<file path="config.mk">
export PLATFORM = sky130hd
export DESIGN_NAME = sum_accum
export DESIGN_NICKNAME = d
export VERILOG_FILES = /design/src/rtl/sum_accum_pkg.sv /design/src/rtl/sum_accum_acc_add.sv /design/src/rtl/sum_accum.sv
export SDC_FILE = /design/constraint.sdc
export NUM_CORES = 1
export LEC_CHECK = 0
export BUFFER_PORTS_ARGS = -buffer_cell sky130_fd_sc_hd__clkbuf_2
export CAP_MARGIN = 5
export CORE_MARGIN = 2
export CORE_UTILIZATION = 45
export DETAILED_ROUTE_END_ITERATION = 12
export PLACE_DENSITY = 0.71
export SLEW_MARGIN = 10
export SYNTH_ARGS = -nofsm -noshare
export SYNTH_HDL_FRONTEND = slang
export SYNTH_SLANG_ARGS = --single-unit
</file>
<file path="constraint.sdc">
create_clock -name clk -period 4.4 [get_ports clk]
set_input_delay 1.1 -clock clk [delete_from_list [all_inputs] [get_ports clk]]
set_output_delay 1.1 -clock clk [all_outputs]
set_load 0.03 [all_outputs]
</file>
<file path="src/rtl/sum_accum_pkg.sv">
// -----------------------------------------------------------------------------
// sum_accum_pkg
//
// Purpose : Shared types and defaults for the sum_accum batch accumulator.
//           Holds the FSM state encoding, the default batch length (N) and
//           accumulator width (ACC_W), and a small helper that sizes the beat
//           counter.
//
// Contents:
//   state_t          - IDLE / ACCUM / DONE batch states
//   N_DEFAULT        - default beats per batch
//   ACC_W_DEFAULT    - default accumulator / result width
//   BEAT_W           - width of the meaningful part of an adder word
//   cnt_width()      - bits needed to count 0..N inclusive
// -----------------------------------------------------------------------------
package sum_accum_pkg;

  typedef enum logic [1:0] {
    ST_IDLE  = 2'd0,
    ST_ACCUM = 2'd1,
    ST_DONE  = 2'd2
  } state_t;

  localparam int N_DEFAULT     = 4;
  localparam int ACC_W_DEFAULT = 8;

  // Upstream is a 2-bit ripple-carry adder: {cout, s[1:0]} spans 0..6.
  localparam int BEAT_W = 3;

  // The counter has to represent N itself (it reaches N on the last beat).
  function automatic int cnt_width(input int n);
    return (n < 1) ? 1 : $clog2(n + 1);
  endfunction

endpackage : sum_accum_pkg

</file>
<file path="src/rtl/sum_accum_acc_add.sv">
// -----------------------------------------------------------------------------
// acc_add
//
// Purpose : Plain ACC_W-bit unsigned adder with carry out. Adds the running
//           accumulator and the zero-extended incoming beat; the carry out is
//           what the top level uses to flag overflow.
//
// Ports   :
//   i_acc   [ACC_W-1:0]  current accumulator value
//   i_beat  [ACC_W-1:0]  zero-extended beat value
//   o_sum   [ACC_W-1:0]  i_acc + i_beat modulo 2^ACC_W
//   o_carry              carry out of the ACC_W-bit add
// -----------------------------------------------------------------------------
module acc_add #(
  parameter int ACC_W = 8
) (
  input  logic [ACC_W-1:0] i_acc,
  input  logic [ACC_W-1:0] i_beat,
  output logic [ACC_W-1:0] o_sum,
  output logic             o_carry
);

  logic [ACC_W:0] w_full;

  // One extra bit on each operand captures the carry without a separate
  // compare.
  assign w_full  = {1'b0, i_acc} + {1'b0, i_beat};
  assign o_sum   = w_full[ACC_W-1:0];
  assign o_carry = w_full[ACC_W];

endmodule : acc_add

</file>
<file path="src/rtl/sum_accum.sv">
// -----------------------------------------------------------------------------
// sum_accum
//
// Purpose : Collects N beats from a 2-bit ripple-carry adder (words 0..6),
//           sums them into an ACC_W-bit accumulator and presents the batch
//           total on a valid/ready output. Overflow (carry out of the
//           accumulator add) is recorded as a sticky flag for the batch.
//
// Build option:
//   SUM_ACCUM_SAT_EN  - when defined, the accumulator saturates to all-ones
//                       on the first carry and stays there for the rest of
//                       the batch. When undefined it wraps modulo 2^ACC_W.
//
// Parameters:
//   N      beats per batch (>= 1)
//   ACC_W  accumulator / result width (>= 4)
//
// Ports   :
//   clk        clock, rising edge
//   rst        asynchronous active-high reset
//   clr        synchronous batch abort; overrides every handshake
//   in_valid   upstream beat valid
//   in_ready   beat can be accepted this cycle (not in DONE)
//   in_data    adder word {0, cout, s[1:0]}; bit 3 is ignored
//   out_valid  batch total available
//   out_ready  downstream consumes the total
//   out_sum    batch total (zero when no result is presented)
//   out_ovf    accumulator carried out during this batch
// -----------------------------------------------------------------------------
module sum_accum
  import sum_accum_pkg::*;
#(
  parameter int N     = N_DEFAULT,
  parameter int ACC_W = ACC_W_DEFAULT
) (
  input  logic             clk,
  input  logic             rst,
  input  logic             clr,
  input  logic             in_valid,
  output logic             in_ready,
  input  logic [3:0]       in_data,
  output logic             out_valid,
  input  logic             out_ready,
  output logic [ACC_W-1:0] out_sum,
  output logic             out_ovf
);

  localparam int                CNT_W = cnt_width(N);
  localparam logic [CNT_W-1:0]  N_CNT = CNT_W'(N);

  // ---------------------------------------------------------------------------
  // State
  // ---------------------------------------------------------------------------
  state_t             r_state;
  logic [ACC_W-1:0]   r_acc;
  logic [CNT_W-1:0]   r_cnt;
  logic               r_ovf;

  state_t             w_state_next;
  logic [ACC_W-1:0]   w_acc_next;
  logic [CNT_W-1:0]   w_cnt_next;
  logic               w_ovf_next;

  logic               w_in_ready;
  logic               w_beat_acc;
  logic               w_out_hs;
  logic [ACC_W-1:0]   w_beat_ext;
  logic [ACC_W-1:0]   w_sum;
  logic               w_carry;
  logic [ACC_W-1:0]   w_acc_upd;
  logic [CNT_W-1:0]   w_cnt_inc;

  // Bit 3 of the adder word is always zero upstream and carries no data.
  logic               w_unused_in_data;
  assign w_unused_in_data = in_data[3];

  // ---------------------------------------------------------------------------
  // Handshakes
  // ---------------------------------------------------------------------------
  assign w_in_ready = (r_state != ST_DONE);
  assign w_beat_acc = in_valid && w_in_ready;
  assign w_out_hs   = (r_state == ST_DONE) && out_ready;

  // ---------------------------------------------------------------------------
  // Datapath
  // ---------------------------------------------------------------------------
  assign w_beat_ext = {{(ACC_W-BEAT_W){1'b0}}, in_data[BEAT_W-1:0]};

  acc_add #(
    .ACC_W (ACC_W)
  ) u_acc_add (
    .i_acc   (r_acc),
    .i_beat  (w_beat_ext),
    .o_sum   (w_sum),
    .o_carry (w_carry)
  );

`ifdef SUM_ACCUM_SAT_EN
  // Once the batch has overflowed, keep the accumulator pinned at all-ones
  // so later small beats cannot make the total look plausible again.
  assign w_acc_upd = (r_ovf || w_carry) ? {ACC_W{1'b1}} : w_sum;
`else
  assign w_acc_upd = w_sum;
`endif

  assign w_cnt_inc = r_cnt + CNT_W'(1);

  // ---------------------------------------------------------------------------
  // Next-state / next-register logic
  // ---------------------------------------------------------------------------
  always_comb begin
    w_state_next = r_state;
    w_acc_next   = r_acc;
    w_cnt_next   = r_cnt;
    w_ovf_next   = r_ovf;

    unique case (r_state)
      ST_IDLE, ST_ACCUM: begin
        // IDLE always holds acc=0/count=0, so a beat there starts the batch
        // with the same update used in ACCUM. With N==1 the incremented
        // count already equals N and the FSM skips ACCUM.
        if (w_beat_acc) begin
          w_acc_next = w_acc_upd;
          w_ovf_next = r_ovf | w_carry;
          w_cnt_next = w_cnt_inc;
          if (w_cnt_inc == N_CNT) begin
            w_state_next = ST_DONE;
          end else begin
            w_state_next = ST_ACCUM;
          end
        end
      end

      ST_DONE: begin
        if (w_out_hs) begin
          w_state_next = ST_IDLE;
          w_acc_next   = '0;
          w_cnt_next   = '0;
          w_ovf_next   = 1'b0;
        end
      end

      default: begin
        w_state_next = ST_IDLE;
        w_acc_next   = '0;
        w_cnt_next   = '0;
        w_ovf_next   = 1'b0;
      end
    endcase

    // Abort wins over any beat or output handshake in the same cycle.
    if (clr) begin
      w_state_next = ST_IDLE;
      w_acc_next   = '0;
      w_cnt_next   = '0;
      w_ovf_next   = 1'b0;
    end
  end

  // ---------------------------------------------------------------------------
  // Registers
  // ---------------------------------------------------------------------------
  always_ff @(posedge clk or posedge rst) begin
    if (rst) begin
      r_state <= ST_IDLE;
      r_acc   <= '0;
      r_cnt   <= '0;
      r_ovf   <= 1'b0;
    end else begin
      r_state <= w_state_next;
      r_acc   <= w_acc_next;
      r_cnt   <= w_cnt_next;
      r_ovf   <= w_ovf_next;
    end
  end

  // ---------------------------------------------------------------------------
  // Outputs
  // ---------------------------------------------------------------------------
  // The result is only presented in DONE; in the other states the partial
  // accumulator is hidden so downstream never sees a moving value.
  assign in_ready  = w_in_ready;
  assign out_valid = (r_state == ST_DONE);
  assign out_sum   = (r_state == ST_DONE) ? r_acc : '0;
  assign out_ovf   = (r_state == ST_DONE) && r_ovf;

endmodule : sum_accum

</file>
==> impl_results.md <==
- Fin cells: 130
- Clock root cell: clkbuf_4
- Final Slew Violations: 0
- Detailed-route DRC error count: 0
- Arrival @ worst endpoint: 1.73 ns
- Nets: around 120
- Combinational share of power: 13.0%
- Htree depth: 1
- Setup bufs post-CTS: 0
- Initial antenna violation count: 0
- Flop pwr share: 52.3%
- Unrepaired setup endpoints after global routing: false
- Syn Nets: 101
- Endpoints failing setup: 0
- Status: completed
- Io pins: 20
- Achievable Freq: roughly 350 MHz
- CTS tree: done
- Endpoints failing hold: 0
- Row Count: 15
- First drt pass iteration count: 4
- DR WL/cell: 12.4 um
- Gpl congestion: 0.756
- VDD IR max: 0.158 mV
- Share of cells above drive strength 1: between 20% and 30%
- PostCTS Resize Cnt: 0
- Inst Count DP: 126
- Initial detailed-routing violation count: 9
- Total GRT Usage: between 10% and 20%
- Number of synthesized flops with an enable pin: 0
- RR Startpoint: r_acc[0]
- Num CTS Buffers: 3
- Kind of critical path: register to output pin
- Synth top area share: 41.4%
- Yosys top cell by area: dfrtp_1
- Min-Delay Path Class: register to register
- Top cells by area, synth: dfrtp_1, and2_1, ha_1
- Synth warn: 0
- Routed Antenna Nets: 0
- Initial Utilization: 48.5%
- Clock power share: 34.7%
- Critical Path Source Type: register
- Area of the die: around 2200 um^2
- Worst min-delay path endpoint: r_ovf
- Die Span Y: around 47 um
- Core ar.: 1750 um^2
- CP required: 3.30 ns
- Port Buffers: 18
- Worst Skew: 0.00484 ns
- Critical path capture point type: output pin
- R2R Setup Slk: 2.45 ns
- Diode count: 0
- Max clock buf depth: 2
- Routed Wire Length: 1.62 mm
- TNS Setup: 0 ns
- Hold path cells: 2
- Cts hold-fix bufs: 0
- Mapped Cells: 86
- Cell Area, Synth: 847 um^2
- Seq cells post-synth: 14
- Vias per cell: 5.36
- First-pass GRT wire length: 2.59 mm
- Leakage: 0.490 nW
- Cell variety after synth: 28
- Sw frac: approximately 25%
- GRT overflow: 0
- Syn-to-layout area delta: 16.2%
- Least-Margin Pin Slew: between 0.6 and 0.7 ns
- Largest net degree at the start of global routing: 15
- Sw power: 0.0000684 W
- Prevailing post-synth register cell: dfrtp_1
- Tmin final: 2.83 ns
- Vias in the first global route: between 600 and 700
- Pint: between 0.0002 and 0.00025 W
- Number of clock sinks: 14
- Most common cell in the netlist: dfrtp_1
- Max-Cap Viols: 0
- Clock transition at the registers of the reported paths: 0.09 ns
- Width of the die: between 40 and 50 um
- Critical R2R Capture: r_acc[6]
- Worst hold start: r_ovf
- Max transition margin: 58.0%
- Synth top cells by count: dfrtp_1, and2_1, a21oi_1
- Seq/Total Area, Yosys: 41.4%
- Worst r2r path cells: 6
- Via count: 697
- Synthesized area per cell: around 10 um^2
- DP Wirelength: 1.19 mm
- Period utilization: about 64%
- Ys async rst share: 100%
- Later-pin clock latency in the skew report: 0.28 ns
- Crit-path max FO: 11
- Power per Cell Area: about 270 nW/um^2
## state kept, by name, indices dropped and copies added, names as in the netlist
signal   count
r_ovf        1
r_state      2
r_cnt        3
r_acc        8
## critical path, stage by stage (launching register included)
cell and delay [ns]:
dfrtp_1 0.47, nor2b_1 0.56, and2_1 0.21, clkbuf_2 0.20
## routing by layer
layer	track usage, %	wire, um
met3	3.46	58
met1	22.5	755
met5	0	0
met4	6.67	12
met2	25.9	790
## worst max path at each step
stage,from,to,depth (start not counted)
2_1_floorplan,in_data[0],r_acc[6],6
3_3_place_gp,in_data[0],r_acc[6],7
3_5_place_dp,in_data[0],r_acc[6],7
4_1_cts,r_state[1],out_ovf,3
5_1_grt,r_state[1],out_ovf,3
6_report,r_state[1],out_ovf,3
## through the flow
stage          setup slack, ns  hold WS [ns]  utilization, %  instance area, um^2  power, W
3_5_place_dp              1.64         0.502            54.3                  948  0.000179
2_1_floorplan             1.83         0.470               -                  847  0.000168
5_1_grt                   1.40         0.549            56.4                  985  0.000282
3_3_place_gp              1.66         0.491            54.3                  948  0.000177
4_1_cts                   1.55         0.515            56.4                  985  0.000274
6_report                  1.57         0.512            56.4                  985  0.000270
## cell families (layout without fill, tap and decap cells)
group	Yosys count	after routing	synth area share (%)
compound gates	25	25	19.1
xor+xnor	2	2	2.07
fa+ha+maj	6	6	9.75
buf+inv	6	25	3.69
flops	14	14	41.4
mux	1	1	1.33
simple gates	32	32	22.7
## power by group through the flow
stage          clock [W]  sequential [W]  combinational (W)
4_1_cts        0.0000968        0.000141          0.0000358
5_1_grt         0.000100        0.000142          0.0000403
3_5_place_dp           0        0.000143          0.0000354
2_1_floorplan          0        0.000142          0.0000257
3_3_place_gp           0        0.000143          0.0000344
6_report       0.0000937        0.000141          0.0000350
## cell type report
class | instances | area (um^2)
inverters | 3 | 11.3
fillers | 172 | 761
repair buffers | 18 | 90.1
multi-input cells | 66 | 465
flip-flops and latches | 14 | 350
well taps | 25 | 31.3
clock buffers | 4 | 36.3
## cell usage in the layout (no fill, tap or decap), types with 4 or more instances in the layout
cell	instances
clkbuf_2	18
dfrtp_1	14
and2_1	10
a21oi_1	8
o21ai_0	7
nand2_1	5
a22o_1	5
ha_1	5
or3_1	4
No activity file was read; power rests on OpenSTA's default activity.
